$ cat src/rtl/guardrail_pkg.sv
// Shared types and helpers for the IR guardrail monitor.
package guardrail_pkg;

   typedef enum logic [1:0] {
      StIdle   = 2'd0,
      StArmed  = 2'd1,
      StReport = 2'd2
   } guard_state_t;

   localparam int unsigned CH_LFT  = 0;
   localparam int unsigned CH_RGHT = 1;
   localparam int unsigned CH_CNTR = 2;

   function automatic int unsigned idx_w(input int unsigned n);
      return (n <= 2) ? 1 : $clog2(n);
   endfunction

endpackage

$ cat src/rtl/ir_debounce.sv
// One IR channel: 2-flop synchroniser on the inverted raw input plus a debounce counter.
module ir_debounce #(
   parameter int unsigned DEB_CYC = 4
) (
   input  logic i_clk,
   input  logic i_rst,
   input  logic i_ir_n,
   output logic o_db
);

   localparam int unsigned CW = (DEB_CYC <= 2) ? 1 : $clog2(DEB_CYC);

   logic [1:0]    r_sync;
   logic [CW-1:0] r_cnt;
   logic          r_db;
   logic          w_s;

   assign w_s  = r_sync[1];
   assign o_db = r_db;

   always_ff @(posedge i_clk) begin
      if (i_rst) begin
         r_sync <= 2'b00;
         r_cnt  <= '0;
         r_db   <= 1'b0;
      end else begin
         r_sync <= {r_sync[0], ~i_ir_n};
         if (w_s == r_db) begin
            r_cnt <= '0;
         end else if (r_cnt == CW'(DEB_CYC - 1)) begin
            r_db  <= w_s;
            r_cnt <= '0;
         end else begin
            r_cnt <= r_cnt + 1'b1;
         end
      end
   end

endmodule

$ cat src/rtl/ir_guardrail_monitor.sv
// N-channel IR guardrail monitor: debounce, per-window edge counting and violation latch.
// Optional watchdog enabled by defining GUARDRAIL_TIMEOUT_EN.
module ir_guardrail_monitor
   import guardrail_pkg::*;
#(
   parameter int unsigned NUM_CH  = 3,
   parameter int unsigned DEB_CYC = 4,
   parameter int unsigned CNT_W   = 4,
   parameter int unsigned TMO_CYC = 1000000
) (
   input  logic                      i_clk,
   input  logic                      i_rst,
   input  logic [NUM_CH-1:0]         i_ir_n,
   input  logic                      i_arm,
   input  logic                      i_disarm,
   input  logic [NUM_CH-1:0]         i_allow_mask,
   output logic [NUM_CH-1:0]         o_ir_db,
   output logic                      o_busy,
   output logic                      o_done,
   output logic                      o_viol,
   output logic [idx_w(NUM_CH)-1:0]  o_first_ch,
   output logic [NUM_CH*CNT_W-1:0]   o_evt_cnt,
   output logic                      o_timeout
);

   localparam int unsigned IDX_W = idx_w(NUM_CH);

   guard_state_t r_state, w_state_d;

   logic [NUM_CH-1:0] w_db;
   logic [NUM_CH-1:0] r_db_q;
   logic [NUM_CH-1:0] w_rise;
   logic [NUM_CH-1:0] w_bad;
   logic [NUM_CH-1:0] r_mask;
   logic [CNT_W-1:0]  r_cnt [NUM_CH];
   logic              r_viol;
   logic [IDX_W-1:0]  r_first;
   logic [IDX_W-1:0]  w_low;
   logic              w_expire;
   logic              w_arm_ok;

   for (genvar g = 0; g < NUM_CH; g++) begin : g_ch
      ir_debounce #(
         .DEB_CYC (DEB_CYC)
      ) u_deb (
         .i_clk  (i_clk),
         .i_rst  (i_rst),
         .i_ir_n (i_ir_n[g]),
         .o_db   (w_db[g])
      );
      assign o_evt_cnt[g*CNT_W +: CNT_W] = r_cnt[g];
   end

   assign w_rise   = w_db & ~r_db_q;
   assign w_bad    = w_rise & ~r_mask;
   assign w_arm_ok = (r_state == StIdle) && i_arm;

   always_comb begin
      w_low = '0;
      for (int i = NUM_CH - 1; i >= 0; i--) begin
         if (w_bad[i]) w_low = IDX_W'(i);
      end
   end

`ifdef GUARDRAIL_TIMEOUT_EN
   localparam int unsigned WD_W = $clog2(TMO_CYC + 1);

   logic [WD_W-1:0] r_wd;
   logic            r_timeout;

   always_ff @(posedge i_clk) begin
      if (i_rst) begin
         r_wd <= '0;
      end else if (w_arm_ok) begin
         r_wd <= '0;
      end else if (r_state == StArmed) begin
         r_wd <= r_wd + 1'b1;
      end
   end

   always_ff @(posedge i_clk) begin
      if (i_rst) begin
         r_timeout <= 1'b0;
      end else if (w_arm_ok) begin
         r_timeout <= 1'b0;
      end else if (w_expire && !i_disarm) begin
         r_timeout <= 1'b1;
      end
   end

   assign w_expire  = (r_state == StArmed) && (r_wd == WD_W'(TMO_CYC));
   assign o_timeout = r_timeout;
`else
   assign w_expire  = 1'b0;
   assign o_timeout = 1'b0;
`endif

   always_ff @(posedge i_clk) begin
      if (i_rst) r_state <= StIdle;
      else       r_state <= w_state_d;
   end

   always_comb begin
      w_state_d = r_state;
      unique case (r_state)
         StIdle:   if (i_arm) w_state_d = StArmed;
         StArmed:  if (i_disarm || w_expire) w_state_d = StReport;
         StReport: w_state_d = StIdle;
         default:  w_state_d = StIdle;
      endcase
   end

   always_ff @(posedge i_clk) begin
      if (i_rst) begin
         r_db_q  <= '0;
         r_mask  <= '0;
         r_viol  <= 1'b0;
         r_first <= '0;
         for (int i = 0; i < NUM_CH; i++) r_cnt[i] <= '0;
      end else begin
         r_db_q <= w_db;
         if (w_arm_ok) begin
            r_mask  <= i_allow_mask;
            r_viol  <= 1'b0;
            r_first <= '0;
            for (int i = 0; i < NUM_CH; i++) r_cnt[i] <= '0;
         end else if (r_state == StArmed) begin
            for (int i = 0; i < NUM_CH; i++) begin
               if (w_rise[i] && (r_cnt[i] != {CNT_W{1'b1}})) r_cnt[i] <= r_cnt[i] + 1'b1;
            end
            // Only the first violating cycle records a channel index.
            if (!r_viol && (|w_bad)) begin
               r_viol  <= 1'b1;
               r_first <= w_low;
            end
         end
      end
   end

   assign o_ir_db    = w_db;
   assign o_busy     = (r_state == StArmed);
   assign o_done     = (r_state == StReport);
   assign o_viol     = r_viol;
   assign o_first_ch = r_first;

endmodule

$ cat config.mk
export PLATFORM = sky130hd
export DESIGN_NAME = ir_guardrail_monitor
export DESIGN_NICKNAME = d
export VERILOG_FILES = /design/src/rtl/guardrail_pkg.sv /design/src/rtl/ir_debounce.sv /design/src/rtl/ir_guardrail_monitor.sv
export SDC_FILE = /design/constraint.sdc
export NUM_CORES = 1
export LEC_CHECK = 0
export ABC_AREA = 1
export BUFFER_PORTS_ARGS = -buffer_cell sky130_fd_sc_hd__clkbuf_2
export CAP_MARGIN = 0
export CORE_ASPECT_RATIO = 2
export CORE_MARGIN = 10
export CORE_UTILIZATION = 55
export DETAILED_ROUTE_END_ITERATION = 6
export PLACE_DENSITY = 0.87
export SYNTH_ARGS = -nofsm -noshare
export SYNTH_HDL_FRONTEND = slang
export SYNTH_SLANG_ARGS = --single-unit
$ cat constraint.sdc
create_clock -name i_clk -period 2.7 [get_ports i_clk]
set_input_delay 0.27 -clock i_clk [delete_from_list [all_inputs] [get_ports i_clk]]
set_output_delay 0.27 -clock i_clk [all_outputs]
set_load 0.02 [all_outputs]
==> summary.md <==
| Metric | Value |
|---|---|
| Status | `complete, no violations` |
| #FFs+latches synth | `38` |
| Synth area leader | `dfxtp_1` |
| Global Route Usage Sum | `11.3%` |
| Gpl congestion | `0.771` |
| Worst-path clk slew | `0.07 ns` |
| Die X | `58.2 um` |
| Top Ports | `31` |
| CTS Hold Bufs | `0` |
| Die Y-Extent | `96.4 um` |
| CTS HTree Levels | `2` |
| Max-Cap Viols | `0` |
| Hold_ws | `0.127 ns` |
| Clk root buf | `clkbuf_8` |
| Fillers | `237` |
| Grt ovf | `0` |
| Largest delay contributor family on the critical path | `simple AND/OR/NAND/NOR gates` |
| Avg WL per Cell | `12.3 um` |
| Post-Layout Inst Area | `0.00185 mm2` |
| Power per cell area | `635 mW/mm2` |
| Vias in the first global route | `1233` |
| Die Footprint | `0.00561 mm2` |
| Post-Route Setup TNS | `0 ns` |
| # nets final | `227` |
| Syn Nets | `197` |
| Slowest cell delay on critical path | `0.41 ns` |
| Mapped Area | `0.00161 mm2` |
| Seq/Total Area, Yosys | `54.9%` |
| P_leak | `0.949 nW` |
| Main combinational cell family by area after synthesis | `simple AND/OR/NAND/NOR gates` |
| CTS tree | `yes` |
| XOR/XNOR Fraction of Synth Area | `3.27%` |
| Setup-failing EPs final | `0` |
| DRT iter0 DRCs | `18` |
| Crit path buffers/inverters | `1` |
| Num CTS Buffers | `5` |
| Post-Synth Simple-Gate Area | `18.6%` |
| Post-DP Area | `0.00174 mm2` |
| DRT Pass-1 Iters | `4` |
| Critical Path Stages | `6` |
| Min-Delay Path Class | `in2reg` |
| Hold path depth | `2` |
| Critical path class | `reg2reg` |
| Skew-Pair Late Insertion Delay | `0.29 ns` |
| Port bufs | `29` |
| Post-synthesis mux area share | `0%` |
| Share of cells above drive strength 1 | `18.4%` |
| Min cycle time layout | `1.53 ns` |
| Post-CTS setup buffer count | `0` |
| Share of the synthesized area in the top cell type | `32.4%` |
| Adder-cell share of the synthesized area | `4.68%` |
| Skew final | `0.00725 ns` |
| Final hold violation count | `0` |
| Reg2reg path depth | `6` |
| Clock Path Buffers | `2` |
| RSZ-0062 raised after global routing | `false` |
| Netlist cell types | `22` |
| Synth Area per Inst | `8.87 um2` |
| Top cells by area, synth | `dfxtp_1 (32%), edfxtp_1 (22%), inv_1 (9.4%)` |
| Total Wirelength | `2.96 mm` |
| Core outline area | `0.00277 mm2` |
| Crit end category | `flip-flop` |
| First-pass GRT wire length | `5.00 mm` |
| Critical-path cell list | `ha_1 > nand3_1 > nand4_1 > nand3_2 > nand2_1 > inv_1` |
| Peak VDD IR | `0.549 mV` |
| Antenna diodes | `0` |
| Yosys warning count | `0` |
| Slew Viols, Final | `0` |
| Crit path max-delay cell type | `edfxtp_1` |
| Largest net degree at the start of global routing | `14` |
| P&R area growth vs syn | `15.0%` |
| CP arrival | `1.58 ns` |
| Crit-path max FO | `12` |
| DR vias/cell | `4.88` |
| Crit share post-route | `56.6%` |
| Compound-gate portion of the synthesized area | `6.16%` |
| Maximum clock frequency | `655 MHz` |
| Via count | `1177` |
| Antenna violations before repair | `0` |
| CTS sink count | `38` |
| Post-DP HPWL | `2.32 mm` |
| Startpoint types | `flip-flop` |
| CP required | `2.75 ns` |
| # rows | `27` |
| Post-CTS sizing | `0` |
| # DRC | `0` |
| Initial Util | `57.9%` |
| Post-route core utilization | `66.7%` |
| Synth Instances | `181` |
| Post-DRT Antenna Nets | `0` |
[report_power, final]
part | total, mW | switching, mW | internal, mW | leakage (nW)
registers | 0.627 | 0.0156 | 0.611 | 0.342
logic | 0.0873 | 0.0586 | 0.0287 | 0.554
clock network | 0.458 | 0.182 | 0.276 | 0.0524
total | 1.17 | 0.256 | 0.916 | 0.949
[placed cells by master, fill, tap and decap left out, types with 2 or more instances in the layout]
cell       n
inv_1     40
clkbuf_2  29
dfxtp_1   26
nand2_1   24
nor2_1    22
nand3_1   13
edfxtp_1  12
a21oi_1    8
o21ai_0    6
ha_1       6
clkbuf_8   5
o211ai_1   3
xor2_1     3
xnor2_1    3
nor2_4     2
nand3b_1   2
clkbuf_1   2
[layer usage]
layer	routed length, um	track usage, %	vias to the layer above
li1	-	-	616
met1	1040	8.82	521
met2	1610	21.7	29
met3	203	4.71	11
met4	101	7.28	0
met5	0	0	-
[cell type report]
| cell class | instances | area (um2) | share of cell area, % |
|---|---|---|---|
| tap | 29 | 36.3 | 1.96 |
| clock inverter | 1 | 30.0 | 1.63 |
| clock buffer | 7 | 76.3 | 4.13 |
| timing repair buffer | 29 | 145 | 7.86 |
| inverter | 40 | 150 | 8.13 |
| multi-input combinational | 97 | 528 | 28.6 |
| sequential | 38 | 881 | 47.7 |
[path summary, 6_finish.rpt]
path	slack, ns	start	end
min	0.13	i_ir_n[1]	g_ch[1].u_deb.r_sync[0]
max reg2reg	1.17	r_cnt[0][4]	r_cnt[0][5]
min reg2reg	0.41	g_ch[0].u_deb.r_sync[0]	g_ch[0].u_deb.r_sync[1]
max	1.17	r_cnt[0][4]	r_cnt[0][5]
[worst register-to-register path: cells and delay by family (launching register included)]
family	cells	cell delay, ns
AND/OR/NAND/NOR	4	0.61
flip-flops	1	0.41
adder cells (fa/ha/maj)	1	0.21
buffers and inverters	1	0.04
[synth_stat cells]
library cell / count
ha_1: 6
dfxtp_1: 26
o211ai_1: 3
buf_6: 1
nand4_1: 1
nor2_4: 2
conb_1: 1
o21ai_0: 6
nand3_2: 1
buf_4: 4
nand3b_1: 2
nand3_1: 13
o22ai_1: 1
buf_2: 1
nand2_2: 1
xnor2_1: 3
nor2_1: 22
inv_1: 40
a21oi_1: 8
edfxtp_1: 12
xor2_1: 3
nand2_1: 24
[through the flow]
| step | std cells | setup slack [ns] | total power, mW |
|---|---|---|---|
| 4_1_cts | 241 | 1.17 | 1.18 |
| 6_report | 241 | 1.17 | 1.17 |
| 2_1_floorplan | 181 | 1.24 | 0.696 |
| 5_1_grt | 241 | 1.09 | 1.22 |
| 3_5_place_dp | 233 | 1.18 | 0.728 |
| 3_3_place_gp | 233 | 1.22 | 0.726 |
[state kept, by name, summed over array words and instances (netlist names)]
signal,count
r_db_q,3
g_ch.u_deb.r_sync,6
g_ch.u_deb.r_cnt,6
g_ch.u_deb.o_db,3
o_viol,1
r_cnt,12
r_mask,3
o_first_ch,2
r_state,2
[logic make-up (layout without fill, tap and decap cells)]
family / after synthesis / after routing
other: 1 / 1
adder cells (fa/ha/maj): 6 / 6
AO/OA/AOI/OAI: 18 / 18
XOR/XNOR: 6 / 6
AND/OR/NAND/NOR: 66 / 66
buffers and inverters: 46 / 77
flip-flops: 38 / 38
Note: power is estimated with default switching activity, not from simulation.
